==> src/rtl/tdm_pkg.sv <==
// Shared types and helpers for the TDM receive demultiplexer.
// Holds the lock-state encoding, error-counter width and slice-offset helper.
package tdm_pkg;

  typedef enum logic {
    HUNT = 1'b0,
    LOCK = 1'b1
  } state_t;

  localparam int ERR_CNT_W = 8;

  function automatic int slice_off(input int k, input int w);
    return k * w;
  endfunction

endpackage

==> src/rtl/tdm_slot_ctr.sv <==
// Slot index counter for the TDM demux: steps 0..NCH-1 and wraps to 0.
// Ports: clk, reset_n, load1 (resync to slot 1), step, idx, is_last.
module tdm_slot_ctr #(
  parameter int NCH = 4,
  parameter int IW  = $clog2(NCH)
) (
  input  logic          clk,
  input  logic          reset_n,
  input  logic          load1,
  input  logic          step,
  output logic [IW-1:0] idx,
  output logic          is_last
);

  localparam logic [IW-1:0] LAST = IW'(NCH - 1);

  assign is_last = (idx == LAST);

  always_ff @(posedge clk or negedge reset_n) begin
    if (!reset_n) begin
      idx <= '0;
    end else if (load1) begin
      idx <= IW'(1);
    end else if (step) begin
      // explicit wrap keeps idx inside 0..NCH-1 for non power-of-two NCH
      idx <= is_last ? '0 : idx + IW'(1);
    end
  end

endmodule

==> src/rtl/tdm_demux.sv <==
// Time-division demux: writes interleaved words into per-channel registers.
// Ports: clk, reset_n, din/din_valid/frame in; ch_data, ch_valid,
// frame_done, locked, sync_err, err_cnt out.
module tdm_demux
  import tdm_pkg::*;
#(
  parameter int NCH = 4,
  parameter int W   = 8,
  parameter int IW  = $clog2(NCH)
) (
  input  logic                 clk,
  input  logic                 reset_n,
  input  logic [W-1:0]         din,
  input  logic                 din_valid,
  input  logic                 frame,
  output logic [NCH*W-1:0]     ch_data,
  output logic [NCH-1:0]       ch_valid,
  output logic                 frame_done,
  output logic                 locked,
  output logic                 sync_err,
  output logic [ERR_CNT_W-1:0] err_cnt
);

  state_t        state;
  logic [IW-1:0] idx;
  logic          is_last;
  logic          in_lock;
  logic          at_zero;
  logic          load1;
  logic          step;
  logic          early;
  logic          missing;

  always_comb begin
    in_lock = (state == LOCK);
    at_zero = (idx == '0);
    // any qualified frame word becomes channel 0 and resyncs to slot 1
    load1   = din_valid && frame;
    early   = din_valid && frame && in_lock && !at_zero;
    missing = din_valid && !frame && in_lock && at_zero;
    step    = din_valid && !frame && in_lock && !at_zero;
  end

  tdm_slot_ctr #(
    .NCH (NCH),
    .IW  (IW)
  ) u_slot_ctr (
    .clk     (clk),
    .reset_n (reset_n),
    .load1   (load1),
    .step    (step),
    .idx     (idx),
    .is_last (is_last)
  );

  assign locked = in_lock;

  always_ff @(posedge clk or negedge reset_n) begin
    if (!reset_n) begin
      state      <= HUNT;
      ch_data    <= '0;
      ch_valid   <= '0;
      frame_done <= 1'b0;
      sync_err   <= 1'b0;
      err_cnt    <= '0;
    end else begin
      ch_valid   <= '0;
      frame_done <= 1'b0;
      sync_err   <= 1'b0;
      if (early || missing) begin
        sync_err <= 1'b1;
        if (err_cnt != '1) begin
          err_cnt <= err_cnt + 1'b1;
        end
      end
      unique case (1'b1)
        load1: begin
          ch_data[W-1:0] <= din;
          ch_valid       <= NCH'(1);
          state          <= LOCK;
        end
        missing: begin
          state <= HUNT;
        end
        step: begin
          ch_data[slice_off(int'(idx), W) +: W] <= din;
          ch_valid   <= NCH'(1) << idx;
          frame_done <= is_last;
        end
        default: begin
        end
      endcase
    end
  end

endmodule

==> config.mk <==
export PLATFORM = sky130hd
export DESIGN_NAME = tdm_demux
export DESIGN_NICKNAME = d
export VERILOG_FILES = /design/src/rtl/tdm_pkg.sv /design/src/rtl/tdm_slot_ctr.sv /design/src/rtl/tdm_demux.sv
export SDC_FILE = /design/constraint.sdc
export NUM_CORES = 1
export LEC_CHECK = 0
export ABC_CLOCK_PERIOD_IN_PS = 2300
export CAP_MARGIN = 20
export CORE_ASPECT_RATIO = 1.75
export CORE_UTILIZATION = 30
export DETAILED_ROUTE_END_ITERATION = 8
export GPL_TIMING_DRIVEN = 0
export SYNTH_ARGS = -nofsm -noshare
export SYNTH_HDL_FRONTEND = slang
export SYNTH_HIERARCHICAL = 1
export SYNTH_SLANG_ARGS = --single-unit
==> constraint.sdc <==
create_clock -name clk -period 2.3 [get_ports clk]
set_input_delay 0.46 -clock clk [delete_from_list [all_inputs] [get_ports clk]]
set_output_delay 0.46 -clock clk [all_outputs]
set_load 0.005 [all_outputs]
* Word-level counts from Yosys, hierarchy flattened
Cells that the tools add are included.
Operators by class: add/sub/neg operators 3, equal/unequal tests 2, shift operators 3, multiplexer cells 9, reductions and logical operators 14
Operator list (count):
- $neg A5 Y33 | 1
- $shift A8 B33 Y32 const A | 1
- $shiftx A8 B33 Y32 | 1
- $bwmux W32 | 1
- $pmux W8 S2 | 1
- $add A8 B1 Y8 const B | 1
- $ne A8 B8 Y1 const B | 1
- $pmux W4 S2 | 1
- $logic_and A1 B1 Y1 | 7
- $mux W2 | 3
- $reduce_bool A2 Y1 | 2
- $shl A1 B2 Y4 const A | 1
- $add A2 B1 Y2 const B | 1
- $eq A2 B2 Y1 const B | 1
- $logic_not A1 Y1 | 2
- $logic_not A2 Y1 | 1
- $mux W1 | 2
- $pmux W1 S2 | 1
- $reduce_and A2 Y1 | 1
- $logic_or A1 B1 Y1 | 1
Storage, ports and cells: flip-flop bits (word level) 49, input port bits 12, output and inout bits 47, logic and storage cells 39

* Logic depth before layout (Yosys ltp)
Gate-level depths: netlist (run 1).
depth after elaboration 6, mapped depth 9, gate-level depth less buffers 6

* Hierarchy
Netlist (run 1), hierarchy kept.
By module, submodules not included:
- tdm_demux | instances 1, cells each 187, area each 2044.5 sq um, sequential area each 1176.1 sq um
- tdm_slot_ctr | instances 1, cells each 8, area each 95.1 sq um, sequential area each 50.0 sq um

* Least setup slack after synthesis (run 1)
No wires, ideal clock.
path kind flip-flop to flip-flop, from reg u_slot_ctr.idx[0], to reg err_cnt[6], setup time 0.125 ns, data arrival time 1.854 ns, required time 2.175 ns, path slack 0.321 ns, stages on the path, launching flop included 9, path buffers 2, period minus slack after synthesis 1.979 ns, path through dfrtp_1 buf_2 inv_1 ha_1 xor2_1 and3_1 buf_6 nand4_4 mux2_4
Between the ends: cells in the longest elaborated chain, start to end 5, elaborated cells on any way between the ends 6, classes of those cells 6 x reduce/logical
Ends and longest elaborated chain:
- from (decl) | RTL line tdm_slot_ctr.sv:11 | output logic [IW-1:0] idx,
- from (signal assigned) | RTL line tdm_slot_ctr.sv:26 | idx <= is_last ? '0 : idx + IW'(1);
- $logic_not A2 Y1 * | RTL line tdm_demux.sv:36 | at_zero = (idx == '0);
- $logic_not A1 Y1 | RTL line tdm_demux.sv:39 | early = din_valid && frame && in_lock && !at_zero;
- $logic_and A1 B1 Y1 | RTL line tdm_demux.sv:39
- $logic_or A1 B1 Y1 * | RTL line tdm_demux.sv:70 | if (early || missing) begin
- $reduce_and A2 Y1 (no line) *
- to (signal assigned) | RTL line tdm_demux.sv:73 | err_cnt <= err_cnt + 1'b1;
- to (decl) | RTL line tdm_demux.sv:21 | output logic [ERR_CNT_W-1:0] err_cnt
Mark *: on every way between the ends. The rest lies on a longest branch, timed or not. A chain may end at the register's enable or synchronous reset.

* Worst setup path in the final report (run 1)
from reg u_slot_ctr.idx[0], to reg ch_data[11]
Between the ends: cells in the longest elaborated chain, start to end 3, elaborated cells on any way between the ends 7, classes of those cells 1 x add/sub; 2 x shift; 1 x mux; 3 x reduce/logical
Ends and longest elaborated chain:
- $logic_not A2 Y1 | RTL line tdm_demux.sv:36
- $logic_not A1 Y1 | RTL line tdm_demux.sv:41 | step = din_valid && !frame && in_lock && !at_zero;
- $logic_and A1 B1 Y1 | RTL line tdm_demux.sv:41
- net step | RTL line tdm_demux.sv:30 | logic step;
- to (signal, indexed assignment) | RTL line tdm_demux.sv:78 | ch_data[W-1:0] <= din;
- to (signal, indexed assignment) | RTL line tdm_demux.sv:86 | ch_data[slice_off(int'(idx), W) +: W] <= din;
- to (decl) | RTL line tdm_demux.sv:16 | output logic [NCH*W-1:0] ch_data,
The timed path passes the listed nets, and every way through them passes these cells.

==> results.txt, run 1 <==
The run finished with clean final reports. Final hold analysis gives a worst-case slack of 0.127 ns. The maximum level of the CTS H-tree came out at 2. The data arrival time of the worst path is 2.26 ns. The global-route total usage across every layer came out at 15.3%. The die height is 114 um. The final number of hold-violating endpoints came out at 0. The routability-driven placement congestion ratio came out at 0.764. The transition time at the pin with the least slew margin is 0.620 ns. For this run, the post-layout net count is 285. The number of flops mapped to enable cells by yosys is 0. The worst register-to-register path begins at u_slot_ctr/idx[0]. The cell type with the largest total area after synthesis is dfrtp_1.

The largest voltage drop on the vdd net is 0.372 mV. The met2 track utilization from global routing came out at 25.0%. Yosys printed 6 warnings.

The violation count after the first detailed-routing iteration came out at 101. The total power density per cell area came out at 1090 mW/mm^2. The fraction of synthesized cell area taken by the top area cell type is 57.3%. The netlist uses 35 different library cells.

The min-delay analysis places its worst path in the category in2async. The standby leakage power came out at 1.32 nW. The maximum clock rate is 477 MHz. The total of max-cap violations came out at 0. When the netlist entered floorplanning its net count stood at 217. Setup repair after global routing left no endpoint under its margin. Measured against its own limit, the worst slew margin works out to 58.4%.

The layer flagged by global routing as most heavily used is met2. In this run the mean area of a mapped cell was 11.0 sq um. The detailed-routing iteration count for the pre-antenna-repair pass is 4. TritonCTS built the clock tree. The area of the die came out at 0.00749 sq mm. The required time at the worst-slack endpoint came out at 2.46 ns. The layout overhead on the synthesized area came out at 43.2%. The via count is 1,691.

In the synthesized netlist the async set-or-reset flop fraction comes to 100%. Dividing the detail-routed wire length by the instance count gives 15.0 um. The worst clock skew came out at 0.00493 ns. The final routed DRC violation total came out at 0. The first global-routing pass estimated 8430 um of wire. The maximum clock path buffer count is 2. The row count is 40. The number of cells on the worst reg-to-reg path is 9. Summed over all layers, the routed wires come to 5200 um. Counting flops and latches in the post-synthesis netlist gives 49. The clock latency on the worst-skew pair came out at 0.29 ns. The number of ports placed on the die boundary came out at 59. The clock period minus final worst setup slack came out at 2.10 ns. For this design, the sink count on the clock tree is 49.

The maximum number of pins on one net before global-route repair is 30. The clock transition at the registers of the reported paths is 0.07 ns. In this run the clock root is driven by a clkbuf_16. The count of antenna-violating nets left after detailed routing is 0. In the layout the commonest cells are 57 x clkdlybuf4s50_1, 48 x dfrtp_1, 43 x nand2_1, 23 x o21ai_0.

The number of buffers added by the clock tree synthesis step came out at 5. The launch point of the worst path is u_slot_ctr/idx[0]. The initial utilization of the core area, before any placement, comes to 31.2%. The most common cell after layout, fill and taps aside is clkdlybuf4s50_1. The width of the chip is 65.8 um. Detailed placement finished with a half-perimeter wire length of 3730 um.

By area the synthesized netlist is led by dfrtp_1 57%, nand2_1 7.9%, ha_1 5.8%. The final max-slew violation count is 0. The count of port buffers added during placement came out at 58. The ratio of cells with drive above 1 in the final layout is 11.7%. The diode insertion count for antenna repair is 0. The number of antenna violations at the first check in global routing is 0. The area of the core is 0.00686 sq mm. The met3 track demand over resource is 3.30%. The most used flip-flop cell after synthesis is dfrtp_1.

The worst path uses 91.1% of the clock period. The maximum fanout along the worst path is 10. The average vias per placed instance is 4.86. The number of buffers inserted for hold repair after clock tree synthesis came out at 0. The final setup violation count came out at 0. The worst setup path is captured at a flip-flop. Sequential elements use 57.3% of the synthesized area. The met1 track demand over resource came out at 18.6%.

The worst setup path is of the reg2reg kind. The via count of the first global-routing pass came out at 1,604. The netlist area before placement is 0.00214 sq mm. The worst setup path is launched from a flip-flop.

The residual overflow from global routing is 0. The instance count of the mapped netlist is 195. The final standard cell utilization of the core is 44.7%.
## kinds of logic after synthesis
kind of cell / count (synthesis) / share of synthesized area [%]
multiplexers: 3 / 1.87
AND/OR/NAND/NOR: 76 / 17.8
adder cells (fa/ha/maj): 10 / 5.85
flip-flops: 49 / 57.3
buffers and inverters: 11 / 2.87
XOR/XNOR: 5 / 2.05
AO/OA/AOI/OAI: 41 / 12.3
## metrics by stage
step                TNS [ns]  cells  worst slack [ns]  cell area, sq um  total power, mW
finish                     0    348             0.204              3060             3.35
CTS                        0    346            0.0235              3030             3.35
global route               0    348           0.00200              3060             3.58
floorplan                  0    195             0.321              2140             1.79
detailed placement    -0.837    338           -0.0625              2840             2.39
global placement      -31.90    337            -0.655              2830             2.37
## layout make-up
class / instances / area [sq um]
Timing Repair Buffer: 61 / 611
Multi-Input combinational cell: 135 / 862
Clock buffer: 5 / 125
Inverter: 2 / 7.51
Sequential cell: 49 / 1230
Tap cell: 84 / 105
Buffer: 9 / 61.3
Fill cell: 681 / 3790
Clock inverter: 3 / 65.1
## power by group
part | leakage, nW | total, mW | internal [mW] | switching, mW
sequential | 0.643 | 1.25 | 1.08 | 0.175
clock | 0.0938 | 0.944 | 0.621 | 0.323
combinational | 0.587 | 1.15 | 0.643 | 0.510
total | 1.32 | 3.35 | 2.34 | 1.01
## per-layer routing
metal  share of wire [%]  up-vias  routed length [um]
met2                  54       44                2810
met1                  40      830                2070
met5                   0        -                   0
li1                    -      811                   -
met3                 4.1        6                 213
met4                 2.2        0                 114
## critical path, cell delays in order, from the launching register on
cell,delay (ns)
dfrtp_2,0.43
clkbuf_4,0.22
inv_1,0.13
ha_2,0.25
and4bb_2,0.28
buf_4,0.17
nand2_1,0.15
buf_4,0.20
nand2_1,0.07
o21ai_0,0.08
## Yosys cell counts (2+ instances only)
| cell | number |
|---|---|
| and3_1 | 3 |
| o21ai_0 | 23 |
| nand4_1 | 2 |
| o21ai_1 | 2 |
| dfrtp_1 | 49 |
| xnor2_1 | 4 |
| mux2_4 | 2 |
| a32o_1 | 8 |
| and2_1 | 5 |
| ha_1 | 10 |
| buf_2 | 4 |
| buf_4 | 2 |
| nand3_1 | 9 |
| nor2_1 | 3 |
| nand2_1 | 45 |
| inv_1 | 2 |
| clkbuf_1 | 2 |
| a21boi_0 | 2 |
| a31oi_1 | 2 |
## sequential cells by signal, indices dropped and copies added (netlist names)
signal / count
frame_done: 1
ch_valid: 4
ch_data: 32
u_slot_ctr/idx: 2
sync_err: 1
err_cnt: 8
locked: 1
## path summary, 6_finish.rpt
check                         endpoint  slack (ns)
min reg2reg                ch_data[20]        0.48
max reg2reg                ch_data[11]        0.20
max                        ch_data[11]        0.20
min in group clk           ch_data[20]        0.48
min                         err_cnt[2]        0.13
max in group asynchronous  ch_data[23]        1.64
## timing repair
action	4_1_cts	5_1_grt
hold endpoints to repair	0	0
buffers inserted	0	2
pin swaps	0	0
endpoints found under the setup margin	23	25
gates cloned	0	0
resized for setup	1	7
Note: power is estimated with default switching activity, not from simulation.
==> run 2: changes to the inputs <==
--- a/config.mk
+++ b/config.mk
@@ -11,6 +11,7 @@
 export CORE_UTILIZATION = 30
 export DETAILED_ROUTE_END_ITERATION = 8
 export GPL_TIMING_DRIVEN = 0
+export SETUP_SLACK_MARGIN = 0.3
 export SYNTH_ARGS = -nofsm -noshare
 export SYNTH_HDL_FRONTEND = slang
 export SYNTH_HIERARCHICAL = 1
==> run 2 against run 1 <==
  * Worst setup slack improved by 0.20 ns
  * Total power increased by 3.0%
  * Non-clock buffer count increased by 4
  * Combinational power increased by 9.6%
  * Clock-buffer cell count unchanged
  * Global-route usage increased by 0.12 points
  * Routed wire length increased by 1.6%
  * Clock power about the same
  * Core utilization increased by 0.93 points
==> results.txt, run 2 (synthesis results as in run 1) <==
The number of clock sinks is 49 (unchanged). The most flop-heavy register was ch_data (unchanged). The transition time at the pin with the least slew margin came out at 0.597 ns (was 0.620 ns). The number of antenna violations at the first check in global routing came out at 0 (unchanged). The final number of hold-violating endpoints is 0 (unchanged). The total detailed-routing wirelength came out at 5290 um (was 5200 um). The worst clock skew came out at 0.00533 ns (was 0.00493 ns). The maximum level of the CTS H-tree came to 2 (unchanged). The critical register-to-register path startpoint is u_slot_ctr/idx[0] (unchanged).

The count of port buffers added during placement came out at 58 (unchanged). The maximum fanout along the worst path is 10 (unchanged). The count of antenna-violating nets left after detailed routing is 0 (unchanged). The sum of net half-perimeters after detailed placement is 3730 um (unchanged). The multi-input logic area came to 881 sq um (was 862 sq um). The design area is 0.00313 sq mm (was 0.00306 sq mm). The endpoint of the most critical register-to-register path is ch_data[23] (was ch_data[11]). The total power density per cell area came to 1100 mW/mm^2 (was 1090 mW/mm^2). The largest voltage drop on the vdd net came out at 0.375 mV (was 0.372 mV). The launch point of the worst path is u_slot_ctr/idx[0] (unchanged). Commonest non-fill, non-tap cells in the layout: 57 x clkdlybuf4s50_1, 48 x dfrtp_1, 42 x nand2_1, 23 x o21ai_0 (was 57 x clkdlybuf4s50_1, 48 x dfrtp_1, 43 x nand2_1, 23 x o21ai_0).

The clock latency on the worst-skew pair came out at 0.29 ns (about the same). Largest registers: ch_data x32, err_cnt x8, ch_valid x4 (unchanged). The starting density of the core is 31.2% (unchanged). The maximum clock path buffer count is 2 (unchanged). The sequential cell area came out at 0.00123 sq mm (unchanged). The number of flip-flops under the largest register name came out at 32 (unchanged).

The violation count after the first detailed-routing iteration came out at 90 (was 101). The final max-slew violation count was 0 (unchanged). The most common cell after layout, fill and taps aside is clkdlybuf4s50_1 (unchanged). The clock period minus final worst setup slack came out at 1.90 ns (was 2.10 ns). The TritonCTS clock tree was yes (unchanged). The area of the die is 0.00749 sq mm (unchanged).

Outcome: finished clean (unchanged). The tightest slew margin relative to the limit came out at 59.9% (was 58.4%). The row count is 40 (unchanged). The clock root buffer was clkbuf_16 (unchanged).

The number of ports placed on the die boundary came out at 59 (unchanged). The via count of the first global-routing pass is 1,600 (was 1,604). The element type at the critical path start is a flip-flop (unchanged). The required time at the worst-slack endpoint came out at 2.47 ns (was 2.46 ns).

The number of cells on the worst reg-to-reg path came out at 9 (unchanged). The detailed-routing iteration count for the pre-antenna-repair pass came to 4 (unchanged). The total placed instance area is 0.00284 sq mm (unchanged). The data arrival time of the worst path came out at 2.06 ns (was 2.26 ns). The final standard cell utilization of the core is 45.6% (was 44.7%). The total design power came out at 3.45 mW (was 3.35 mW).

The number of buffers added by the clock tree synthesis step came out at 5 (unchanged). The final routed DRC violation total came out at 0 (unchanged). The average vias per placed instance is 4.82 (was 4.86). Setup repair after global routing missed its margin: false (unchanged). The routability-driven placement congestion ratio was 0.764 (unchanged). The clock transition at the registers of the reported paths came to 0.07 ns (about the same). The ratio of cells with drive above 1 in the final layout is 13.8% (was 11.7%).

The endpoint kind of the worst setup timing path is a flip-flop (unchanged). The share of the clock period used by the worst path is 82.5% (was 91.1%). The layout overhead on the synthesized area was 46.2% (was 43.2%).

The standby leakage power was 1.35 nW (was 1.32 nW). The post-detailed-route wirelength per cell came out at 15.0 um (about the same). The diode insertion count for antenna repair is 0 (unchanged). The via count is 1,698 (was 1,691). The die height was 114 um (unchanged). The final setup violation count came out at 0 (unchanged).

The global-route wire length before repair is 8500 um (was 8430 um). The width of the chip is 65.8 um (unchanged). The critical path class is reg2reg (unchanged). The count of filler cells inserted in the layout is 673 (was 681). The total of max-cap violations was 0 (unchanged).

The area of the core came out at 0.00686 sq mm (unchanged). The classification of the worst-slack hold path is in2async (unchanged). The global-route total usage across every layer was 15.4% (was 15.3%). The maximum number of pins on one net before global-route repair is 30 (unchanged). The maximum clock rate came out at 527 MHz (was 477 MHz).

The residual overflow from global routing was 0 (unchanged). The setup slack on the worst flop-to-flop path came out at 0.40 ns (was 0.20 ns). The endpoint of the most critical setup path is ch_data[23] (was ch_data[11]). The final net count came to 289 (was 285).
-- run 2: cell count changes in the layout (fill, tap and decap cells not counted), sizes merged --
cell and delta:
buf +7, clkbuf -3, clkinvlp +1, inv -1
-- run 2: per-stage QoR --
step                      setup TNS [ns]  hold slack, ns  setup WS (ns)  std cells
after floorplan                        0           0.164          0.321        195
after global placement            -31.90           0.464         -0.655        337
after detailed placement          -0.837           0.456        -0.0625        338
after CTS                              0           0.146          0.290        347
after global routing                   0           0.160          0.287        352
final                                  0           0.127          0.403        352
-- run 2: layout make-up --
cell class	count	share of cell area, %
buffer	9	2.32
clock inverter	3	2.08
multi-input combinational	135	28.2
tap	84	3.36
sequential	49	39.2
clock buffer	5	4.00
inverter	2	0.360
timing repair buffer	65	20.5
-- run 2: routing by layer --
metal  vias up  global-route usage [%]  share of wire, %
met4         0                    7.97               2.9
met1       832                    18.9                41
li1        818                       -                 -
met3         8                    3.20               3.8
met5         -                       0                 0
met2        40                    24.9                52
-- run 2: timing repair --
action / in CTS / in global routing
hold buffers: 0 / 0
hold endpoints to repair: 0 / 0
setup endpoints to repair: 42 / 35
pin swaps: 0 / 1
resized for setup: 9 / 6
buffers inserted: 1 / 5
-- run 2: worst min-delay path by stage --
stage	start	end	slack, ns	cells past startpoint
floorplan	reset_n	ch_data[0]	0.16	0
finish	reset_n	err_cnt[2]	0.13	1
detailed placement	reset_n	err_cnt[6]	0.46	1
global placement	ch_data[30]	ch_data[30]	0.46	2
global route	reset_n	ch_data[0]	0.16	1
CTS	reset_n	ch_data[5]	0.15	1
-- run 2: power by group --
part,total (mW),internal [mW],switching [mW]
clock network,0.947,0.621,0.326
logic,1.26,0.708,0.548
registers,1.25,1.08,0.170
-- run 2: critical path, stage by stage (launching register included) --
cell        delay [ns]
dfrtp_2           0.39
buf_8             0.14
clkinvlp_4        0.15
ha_4              0.22
and4bb_2          0.29
buf_6             0.14
nand2_2           0.12
buf_4             0.19
nand2_1           0.06
o21ai_0           0.08
==> run 3: changes to the inputs <==
--- a/config.mk
+++ b/config.mk
@@ -5,7 +5,7 @@
 export SDC_FILE = /design/constraint.sdc
 export NUM_CORES = 1
 export LEC_CHECK = 0
-export ABC_CLOCK_PERIOD_IN_PS = 2300
+export ABC_CLOCK_PERIOD_IN_PS = 1900
 export CAP_MARGIN = 20
 export CORE_ASPECT_RATIO = 1.75
 export CORE_UTILIZATION = 30
==> constraint.sdc (replaced) <==
create_clock -name clk -period 1.9 [get_ports clk]
set_input_delay 0.38 -clock clk [delete_from_list [all_inputs] [get_ports clk]]
set_output_delay 0.38 -clock clk [all_outputs]
set_load 0.005 [all_outputs]
==> run 3 against run 2 <==
  * Register-to-register slack got worse by 0.21 ns
  * Worst hold slack got worse by 0.11 ns
  * Maximum frequency rose by 11%
  * Die area did not move
  * Flip-flop and latch count did not move
  * Clock skew fell by 0.0013 ns
  * Final cell count rose by 8.5%
  * Clock power fell by 8.2%
  * Sequential share of layout area fell by 5.0 points
  * Via count rose by 9.2%
  * Global-route usage rose by 0.30 points
==> results.txt, run 3 (synthesis results as in run 1) <==
The total design power came out at 4.48 mW (was 3.45 mW). The share of the clock period used by the worst path came to 89.7% (was 82.5%). The design area came out at 0.00358 sq mm (was 0.00313 sq mm).

The final max-slew violation count was 0 (unchanged). The residual overflow from global routing came out at 0 (unchanged). The width of the chip came to 65.8 um (unchanged). The endpoint kind of the worst setup timing path is a flip-flop (unchanged). The post-detailed-route wirelength per cell is 14.9 um (was 15.0 um). The final number of hold-violating endpoints came out at 0 (unchanged). The clock root buffer is clkbuf_16 (unchanged).

The required time at the worst-slack endpoint is 2.07 ns (was 2.47 ns). The maximum level of the CTS H-tree is 2 (unchanged). The transition time at the pin with the least slew margin came to 0.455 ns (was 0.597 ns). The total power density per cell area came out at 1250 mW/mm^2 (was 1100 mW/mm^2).

The post-route non-filler standard cell count is 382 (was 352). The number of flip-flops under the largest register name is 32 (unchanged). The post-placement cell count came out at 338 (unchanged).

The via count is 1,854 (was 1,698). The number of buffers added by the clock tree synthesis step came out at 5 (unchanged). The final routed DRC violation total came out at 0 (unchanged). The most common cell after layout, fill and taps aside is clkdlybuf4s50_1 (unchanged). The global-route total usage across every layer is 15.7% (was 15.4%). The global-route wire length before repair came out at 8630 um (was 8500 um). The critical path class is reg2reg (unchanged). The most flop-heavy register is ch_data (unchanged). The worst setup timing slack at the placement stage came out at -0.102 ns (was -0.0625 ns). The maximum fanout along the worst path is 5 (was 10). The largest voltage drop on the vdd net is 0.638 mV (was 0.375 mV).

The final setup violation count came out at 0 (unchanged). The total detailed-routing wirelength is 5700 um (was 5290 um). The standby leakage power is 1.57 nW (was 1.35 nW). The number of ports placed on the die boundary is 59 (unchanged). Setup repair after global routing missed its margin: true (was false). The via count of the first global-routing pass came to 1,666 (was 1,600).

The maximum number of pins on one net before global-route repair came out at 34 (was 30). The data arrival time of the worst path came out at 1.88 ns (was 2.06 ns). The detailed-routing iteration count for the pre-antenna-repair pass is 4 (unchanged).

The final net count is 320 (was 289). The routability-driven placement congestion ratio came out at 0.791 (was 0.764). The tightest slew margin relative to the limit came out at 69.7% (was 59.9%). The average vias per placed instance is 4.85 (was 4.82). The count of port buffers added during placement came to 58 (unchanged). The count of antenna-violating nets left after detailed routing came out at 0 (unchanged). The maximum clock path buffer count was 2 (unchanged). The number of clock sinks is 49 (unchanged). The maximum clock rate came out at 587 MHz (was 527 MHz).

The area of the die is 0.00749 sq mm (unchanged). The violation count after the first detailed-routing iteration was 76 (was 90). The clock period minus final worst setup slack is 1.70 ns (was 1.90 ns).

The row count is 40 (unchanged). The diode insertion count for antenna repair came to 0 (unchanged). The classification of the worst-slack hold path is in2async (unchanged). The starting density of the core came out at 31.2% (unchanged). The worst setup margin is 0.196 ns (was 0.403 ns). The worst clock skew was 0.00407 ns (was 0.00533 ns).

Commonest non-fill, non-tap cells in the layout: 55 x clkdlybuf4s50_1, 47 x dfrtp_1, 31 x buf_4, 19 x nand2_1, 19 x nand2_2 (was 57 x clkdlybuf4s50_1, 48 x dfrtp_1, 42 x nand2_1, 23 x o21ai_0). The die height came out at 114 um (unchanged). The count of filler cells inserted in the layout was 598 (was 673). The total of max-cap violations is 0 (unchanged).

The number of antenna violations at the first check in global routing is 0 (unchanged). The clock transition at the registers of the reported paths is 0.06 ns (was 0.07 ns). Largest registers: ch_data x32, err_cnt x8, ch_valid x4 (unchanged). Outcome: finished clean (unchanged). The layout overhead on the synthesized area was 67.5% (was 46.2%). The clock latency on the worst-skew pair is 0.29 ns (about the same). The element type at the critical path start was a flip-flop (unchanged).

The area of the core is 0.00686 sq mm (unchanged). The sum of net half-perimeters after detailed placement is 3810 um (was 3730 um). The worst-case hold slack came out at 0.0140 ns (was 0.127 ns). The ratio of cells with drive above 1 in the final layout came out at 34.2% (was 13.8%). The total placed instance area came to 0.00290 sq mm (was 0.00284 sq mm). The TritonCTS clock tree is yes (unchanged).
## run 3: cell types whose count changed in the layout (fill, tap and decap cells not counted), moves of 3 or more
cell     delta
nand2_1    -23
buf_4      +22
o21ai_0    -23
o21ai_2    +10
nand2_8     +3
buf_6       +5
nand2_2    +15
nand2_4     +5
o21ai_1    +13
## run 3: power by group
part           internal [mW]  switching (mW)
Clock                  0.517           0.352
Combinational           1.20           0.886
Sequential              1.31           0.214
Total                   3.03            1.45
## run 3: routing by layer
| layer | part of all wire, % | GRT usage, % | routed length [um] | up-vias |
|---|---|---|---|---|
| li1 | - | - | - | 885 |
| met1 | 37 | 17.8 | 2100 | 922 |
| met2 | 58 | 27.7 | 3280 | 42 |
| met3 | 4.0 | 3.20 | 229 | 5 |
| met4 | 1.5 | 6.52 | 87 | 0 |
| met5 | 0 | 0 | 0 | - |
## run 3: path summary, 6_finish.rpt
check	depth (start not counted)	end	from	slack (ns)
min in group clk	2	ch_data[24]	ch_data[24]	0.49
hold reg to reg	2	ch_data[24]	ch_data[24]	0.49
hold / removal	1	err_cnt[7]	reset_n	0.01
max in group asynchronous	2	ch_data[29]	reset_n	1.37
setup / recovery	8	err_cnt[6]	u_slot_ctr/idx[0]	0.20
setup reg to reg	8	err_cnt[6]	u_slot_ctr/idx[0]	0.20
## run 3: layout make-up
| class | instances | area [sq um] | area share [%] |
|---|---|---|---|
| Tap cell | 84 | 105 | 2.93 |
| Buffer | 9 | 106 | 2.97 |
| Inverter | 2 | 20.0 | 0.559 |
| Timing Repair Buffer | 96 | 928 | 25.9 |
| Sequential cell | 49 | 1230 | 34.3 |
| Multi-Input combinational cell | 135 | 1050 | 29.4 |
| Clock buffer | 7 | 143 | 3.98 |
## run 3: critical path: stages, from the launching register on
cell,delay (ns)
dfrtp_2,0.43
buf_8,0.14
clkinv_8,0.04
ha_4,0.13
xor2_1,0.13
and3_1,0.20
buf_6,0.13
nand4_4,0.10
mux2_4,0.31
## run 3: metrics by stage
stage,TNS [ns],util [%]
final,0,52.3
after global routing,0,52.3
after CTS,0,46.8
after detailed placement,-0.796,42.3
after global placement,-46.47,42.1
after floorplan,0,-
## run 3: what timing repair did
| item | 4_1_cts | 5_1_grt |
|---|---|---|
| setup endpoints to repair | 48 | 45 |
| gates cloned | 1 | 3 |
| pin swaps | 2 | 16 |
| setup buffers | 16 | 17 |
| hold buffers | 0 | 0 |
| gates resized for setup | 12 | 69 |
